--- src/rtl/multiplier_radix_taint_track.sv ---
// Constant-time radix-2^STEP shift-add multiplier with bitwise taint tracking.
// Signed mode gives the top multiplier bit negative weight on the last step.
module multiplier_radix_taint_track #(
    parameter int WIDTH = 64,
    parameter int STEP  = 2
) (
    input  logic               clk,
    input  logic               rst,
    input  logic               start,
    input  logic               start_t,
    input  logic               signed_mode,
    input  logic               signed_mode_t,
    input  logic [WIDTH-1:0]   multiplier,
    input  logic [WIDTH-1:0]   multiplier_t,
    input  logic [WIDTH-1:0]   multiplicand,
    input  logic [WIDTH-1:0]   multiplicand_t,
    input  logic               product_ack,
    input  logic               product_ack_t,
    output logic               busy,
    output logic               busy_t,
    output logic [2*WIDTH-1:0] product,
    output logic [2*WIDTH-1:0] product_t,
    output logic               productDone,
    output logic               productDone_t
);

    localparam int N  = WIDTH / STEP;
    localparam int CW = $clog2(N + 1);
    localparam int PW = 2 * WIDTH;

    typedef enum logic [1:0] {IDLE, RUN, DONE} state_e;

    state_e          state_q, state_d;
    logic [CW-1:0]   cnt_q, cnt_d;
    logic [PW-1:0]   acc_q, acc_d;
    logic [PW-1:0]   mcd_q, mcd_d;
    logic [WIDTH-1:0] mlr_q, mlr_d;
    logic            sgn_q, sgn_d;
    logic            sgn_t_q, sgn_t_d;
    logic [WIDTH-1:0] opt_q, opt_d;
    logic [PW-1:0]   prod_q, prod_d;
    logic [PW-1:0]   prodt_q, prodt_d;
    logic            ctl_t_q, ctl_t_d;

    logic            last;
    logic [PW-1:0]   sum;
    logic [PW-1:0]   tmask;
    logic [PW-1:0]   opt_ext;
    logic            run_t;

    assign last = (cnt_q == CW'(N - 1));

    always_comb begin
        sum = acc_q;
        for (int j = 0; j < STEP; j++) begin
            if (mlr_q[j]) begin
                if (sgn_q && last && (j == STEP - 1))
                    sum = sum - (mcd_q << j);
                else
                    sum = sum + (mcd_q << j);
            end
        end
    end

    // Taint reaches every product bit at or above the lowest tainted operand bit.
    always_comb begin
        opt_ext = {{WIDTH{1'b0}}, opt_q};
        run_t   = 1'b0;
        tmask   = '0;
        for (int k = 0; k < PW; k++) begin
            run_t    = run_t | opt_ext[k];
            tmask[k] = run_t;
        end
        if ((sgn_q && (|opt_q)) || sgn_t_q)
            tmask = '1;
    end

    always_comb begin
        state_d = state_q;
        cnt_d   = cnt_q;
        acc_d   = acc_q;
        mcd_d   = mcd_q;
        mlr_d   = mlr_q;
        sgn_d   = sgn_q;
        sgn_t_d = sgn_t_q;
        opt_d   = opt_q;
        prod_d  = prod_q;
        prodt_d = prodt_q;
        ctl_t_d = ctl_t_q;
        unique case (state_q)
            IDLE: begin
                if (start) begin
                    state_d = RUN;
                    cnt_d   = '0;
                    acc_d   = '0;
                    mcd_d   = signed_mode
                            ? {{WIDTH{multiplicand[WIDTH-1]}}, multiplicand}
                            : {{WIDTH{1'b0}}, multiplicand};
                    mlr_d   = multiplier;
                    sgn_d   = signed_mode;
                    sgn_t_d = signed_mode_t;
                    opt_d   = multiplier_t | multiplicand_t;
                    ctl_t_d = start_t;
                end
            end
            RUN: begin
                acc_d = sum;
                mcd_d = mcd_q << STEP;
                mlr_d = mlr_q >> STEP;
                cnt_d = cnt_q + CW'(1);
                if (last) begin
                    state_d = DONE;
                    prod_d  = sum;
                    prodt_d = tmask;
                end
            end
            DONE: begin
                if (product_ack) begin
                    state_d = IDLE;
                    ctl_t_d = ctl_t_q | product_ack_t;
                end
            end
            default: state_d = IDLE;
        endcase
    end

    always_ff @(posedge clk or negedge rst) begin
        if (!rst) begin
            state_q <= IDLE;
            cnt_q   <= '0;
            acc_q   <= '0;
            mcd_q   <= '0;
            mlr_q   <= '0;
            sgn_q   <= 1'b0;
            sgn_t_q <= 1'b0;
            opt_q   <= '0;
            prod_q  <= '0;
            prodt_q <= '0;
            ctl_t_q <= 1'b0;
        end else begin
            state_q <= state_d;
            cnt_q   <= cnt_d;
            acc_q   <= acc_d;
            mcd_q   <= mcd_d;
            mlr_q   <= mlr_d;
            sgn_q   <= sgn_d;
            sgn_t_q <= sgn_t_d;
            opt_q   <= opt_d;
            prod_q  <= prod_d;
            prodt_q <= prodt_d;
            ctl_t_q <= ctl_t_d;
        end
    end

    assign busy          = (state_q == RUN);
    assign productDone   = (state_q == DONE);
    assign busy_t        = ctl_t_q;
    assign productDone_t = ctl_t_q;
    assign product       = prod_q;
    assign product_t     = prodt_q;

endmodule

--- config.mk ---
export PLATFORM = sky130hd
export DESIGN_NAME = multiplier_radix_taint_track
export DESIGN_NICKNAME = d
export VERILOG_FILES = /design/src/rtl/multiplier_radix_taint_track.sv
export SDC_FILE = /design/constraint.sdc
export NUM_CORES = 2
export LEC_CHECK = 0
export ABC_AREA = 0
export CORE_MARGIN = 4
export CORE_UTILIZATION = 50
export CTS_BUF_LIST = sky130_fd_sc_hd__clkbuf_8
export DETAILED_ROUTE_END_ITERATION = 10
export GPL_ROUTABILITY_DRIVEN = 0
export PLACE_DENSITY = 0.74
export SETUP_SLACK_MARGIN = 0.05
export SLEW_MARGIN = 20
export SYNTH_ARGS = -nofsm -noshare
export SYNTH_HDL_FRONTEND = slang
export SYNTH_SLANG_ARGS = --single-unit
--- constraint.sdc ---
create_clock -name clk -period 10.61 [get_ports clk]
set_clock_uncertainty 0.1 [all_clocks]
set_input_delay 1.5915 -clock clk [delete_from_list [all_inputs] [get_ports clk]]
set_output_delay 1.5915 -clock clk [all_outputs]
set_load 0.02 [all_outputs]
# ---- Word level (Yosys, flattened, before mapping)
# Index checks and enable logic that the tools add are counted.
dict set report totals {
  elab_cells 118
  reg_bits 651
  in_bits 264
  output_inout_bits 260
}
dict set report classes {
  n_bitwise 65
  reduce_logical 12
  n_eq_ne 6
  n_addsub 4
  mux 20
}
# cell n
set op_table {}
lappend op_table {{128-bit 2-to-1 mux} 7}
lappend op_table {{128-bit one-hot mux with 2 select lines} 2}
lappend op_table {{128-bit adder} 2}
lappend op_table {{64-bit one-hot mux with 2 select lines} 1}
lappend op_table {{128-bit subtractor} 1}
lappend op_table {{64-bit 2-to-1 mux} 1}
lappend op_table {{1-bit bitwise OR} 64}
lappend op_table {{64-bit bitwise OR} 1}
lappend op_table {{64-bit OR reduction} 1}
lappend op_table {{6-bit one-hot mux with 2 select lines} 1}
lappend op_table {{6-bit by 1-bit adder with 6-bit output (second input constant)} 1}
lappend op_table {{6-bit by 5-bit == test with 1-bit output (second input constant)} 1}
lappend op_table {{2-bit 2-to-1 mux} 3}
lappend op_table {{6-bit 2-to-1 mux} 1}
lappend op_table {{2-bit one-hot mux with 3 select lines} 1}
lappend op_table {{2-bit AND reduction} 3}
lappend op_table {{3-bit AND reduction} 2}
lappend op_table {{2-bit != test (second input constant)} 2}
lappend op_table {{2-bit nonzero test} 2}
lappend op_table {{2-bit by 1-bit == test with 1-bit output (second input constant)} 1}
lappend op_table {{2-bit == test (second input constant)} 1}
lappend op_table {{1-bit logical AND} 2}
lappend op_table {{2-bit zero test} 1}
lappend op_table {{1-bit 2-to-1 mux} 2}
lappend op_table {{other kinds (3)} 3}

# ---- Logic depth before layout (Yosys ltp)
dict set report depth {
  depth_word 64
  ltp_mapped 28
  mapped_depth_nobuf 27
}

# ---- Least setup slack after synthesis
# Ideal clock, no wire load.
dict set report synth_path {
  path_type {register to register}
  from {register mcd_q[0]}
  to {register prod_q[111] (netlist: product[111])}
  path_slack_ns 3.943
  n_path_buf 1
  setup_time_ns 0.125
  stages_incl_launch_ff 28
  t_arrival_ns 6.442
  synth_period_minus_slack_ns 6.667
  required_ns 10.385
  cell_sequence {dfrtp_1 -> ha_1 -> fa_1 -> a21o_1 -> a221o_1 -> a21oi_1 -> o211ai_1 -> a21o_1 -> a21oi_1 -> o41a_1 -> o21ba_2 -> o221a_2 -> xnor2_1 -> mux2_2 -> ha_1 -> clkbuf_1 -> nand4_1 -> nor2_1 -> nand4_1 -> a2111oi_0 -> o31a_1 -> o22ai_1 -> a211o_1 -> o31ai_1 -> xor2_1 -> a21oi_1 -> a21bo_2 -> mux2_2}
}
dict set report synth_between {
  elab_chain_len 5
  elab_cells_between_ends 6
  cone_classes {add/sub (3); mux (3)}
}
# element line
set synth_lines {}
lappend synth_lines {{start, declared} 36} ;# logic [PW-1:0] mcd_q, mcd_d;
lappend synth_lines {{start signal, assigned} 144} ;# mcd_q <= mcd_d;
lappend synth_lines {{128-bit adder} 60} ;# sum = sum + (mcd_q << j);
lappend synth_lines {{128-bit 2-to-1 mux} 56} ;# if (mlr_q[j]) begin
lappend synth_lines {{128-bit adder / 128-bit subtractor (equally long branches)} {60, 58}}
lappend synth_lines {{128-bit 2-to-1 mux} 57} ;# if (sgn_q && last && (j == STEP - 1))
lappend synth_lines {{128-bit 2-to-1 mux (*)} 56}
lappend synth_lines {{end signal, assigned} 149} ;# prod_q <= prod_d;
lappend synth_lines {{end, declared} 41} ;# logic [PW-1:0] prod_q, prod_d;
# Mark *: on every way between the ends. The rest lies on a longest branch, timed or not.
# A chain may end at the register's enable or synchronous reset.

# ---- Final worst setup path
dict set report layout_path {
  from {register mcd_q[0]}
  to {register prod_q[127] (netlist: product[127])}
}
# Same word-level chain as after synthesis.

==> results.yml <==
setup_path:
  start_kind: "flop"
  r2r_setup_slack_ns: 2.15
  cp.arrival_ns: 8.93
  end_kind: "flop"
  worstReg2RegEnd: "product[127]"
  startpoint: "mcd_q[0]"
  critPathTopFamily: "compound AO/OA/AOI/OAI gates"
  critPathMaxFanout: 9
  critPathKind: "reg2reg"
  crit_required_ns: 11.09
  path_buf_inv: 0
  r2r_start: "mcd_q[0]"
  slowest_stage: "a21oi_1"
  max_stage_delay_ns: 0.50
  r2r.worst_path.cells: 27
logic_synthesis:
  synth_area_leader_cell: "dfrtp_1"
  ys_seq_elements: 587
  synth.top_cells.by_area: "dfrtp_1, ha_1, nor2_1"
  async_reset_ff_frac: 1.000
  synth_edf_count: 0
  synth.most_common_cell: "nor2_1"
  synth_cell_type_count: 94
  syn_area_um2: 45300
  post_synth.cell_area_avg_um2: 8.015
  yosys_warnings: 0
  synth_top_area_share: 0.3242
  synth_top_flop_cell: "dfrtp_1"
  synth_common_cells: "nor2_1, dfrtp_1, nand2_1, a21oi_1, o21ai_0"
  ys_seq_area_frac: 0.3242
  synthesis.nets: 6173
  postSynthCellCount: 5652
clock_tree:
  htree_levels: 3
  clock_path_buffers: 3
  ctsHoldBuffers: 0
  cts_tree: "yes"
  cts-root-buf: "clkbuf_8"
  path_clk_slew_ns: 0.06
  clk_latency_ns: 0.80
  post_cts_buffers: 0
  cts_sinks: 587
  cts_made_buffers: 102
  ctsResizeCount: 0
floorplanning:
  die_x_um: 309.0
  num_io_pins: 524
  die-height_um: 309.0
  start_util: 0.5033
  dieArea_um2: 95490
  core_area_um2: 90010
  rows: 110
route:
  first_pass_iters: 7
  drtIter0Drc: 6051
  drc: 0
  wire_per_inst_um: 23.62
  via_per_inst: 6.407
  routed_wl_um: 168900
  num_vias: 45820
  antenna_left: 0
sta:
  max_slew_margin: 0.1810
  worstMarginPinSlew_ns: 1.216
  fin_crit_ns: 8.457
  post-route-period-util: 0.7970
  setup_viol: 0
  finalSetupTns_ns: 0
  hold_viol_final: 0
  fmax_mhz: 118.3
  drv_slew: 0
  rsz0062_at_grt: "false"
hold_path:
  hold_start: "product[52]"
  hold_path_class: "reg2reg"
  worstHoldEndpoint: "product[52]"
  holdPathStages: 2
layout:
  areaGrowthSynthToFinish_pct: 16.91
  fillCellCount: 8197
  final_nets: 6411
  drive_above_1_share: 0.06433
global_route:
  grt_pass1_wl_um: 254600
  grt_most_used_layer: "met2"
  grt_max_degree: 160
  use_met1: 0.4341
  grt-ovfl-total: 0
  grtUsageMet2: 0.5251
  grt_usage: 0.3403
  grt_use_met3: 0.09571
  grt_pass1_vias: 43640
  antenna_found_initial: 10
placement:
  port_buffers: 523
  hpwl_um: 127200
job:
  cap_viol_max_count: 0
run_status:
  status: "complete, no violations"
layout by cell type, fill, tap and decap left out, types with 77 or more instances in the layout:
master           instances
nor3_1                 163
clkbuf_8               129
nand2_1                559
a21o_1                 155
xnor2_1                189
o21bai_1                77
inv_1                  143
o22ai_1                130
xor2_1                 158
dfrtp_1                585
ha_1                   255
nand3_1                112
mux2_2                 106
clkdlybuf4s50_1        522
nand4_1                129
o21ai_0                456
a21oi_1                463
nor2_1                 708
layer usage:
layer / vias up / part of all wire
met5: - / 0.00088
met2: 2700 / 0.43
met3: 605 / 0.12
li1: 20980 / -
met1: 21520 / 0.38
met4: 14 / 0.063
worst min-delay path, cell delays in order (launching register included):
cell,delay (ns)
dfrtp_1,0.34
nand2_1,0.04
o21ai_0,0.06
kinds of logic (layout without fill, tap and decap cells):
kind of cell             after synthesis  in the layout  synth area share
AO/OA/AOI/OAI                       1796           1796            0.2521
adder cells (fa/ha/maj)              257            257           0.07131
buffers and inverters                552            869           0.05156
multiplexers                         150            150           0.03607
other                                  0              6                 0
AND/OR/NAND/NOR                     1963           1963            0.1976
XOR/XNOR                             347            347           0.06708
flip-flops                           587            587            0.3242
metrics by stage:
stage	hold slack, ns	instance area [um2]	utilization	setup WS [ns]	instances
final	0.3755	52960	0.5884	2.153	7151
after global routing	0.3921	52960	0.5884	1.870	7150
after CTS	0.3796	52950	0.5882	2.496	7145
after detailed placement	0.3644	50540	0.5614	2.559	6962
after global placement	0.3588	50540	0.5614	2.713	6962
after floorplan	0.3609	45300	-	3.943	5652
layout make-up:
type	count	area (um2)	share of cell area
Antenna cell	6	15.01	0.0002835
Clock buffer	129	1775	0.03352
Clock inverter	54	636.9	0.01202
Inverter	122	460.4	0.008694
Multi-Input combinational cell	4513	28330	0.5350
Sequential cell	587	14700	0.2775
Tap cell	1176	1471	0.02778
Timing Repair Buffer	564	5573	0.1052
worst max-delay path by stage:
stage	end	slack [ns]	depth (start not counted)
after floorplan	product[111]	3.94	27
after global placement	product[121]	2.71	25
after detailed placement	product[121]	2.56	25
after CTS	product[127]	2.50	24
after global routing	product[121]	1.87	24
final	product[127]	2.15	27
sequential cells by signal, summed over array words and instances (netlist names):
name and count:
sgn_t_q 1, busy_t 1, cnt_q 6, product 128, product_t 64, sgn_q 1
mlr_q 64, state_q 2, opt_q 64, acc_q 128, mcd_q 128
Power is left out: the tool's default activity adds up to more than one toggle a clock period on the data nets, which glitch-free logic cannot reach.
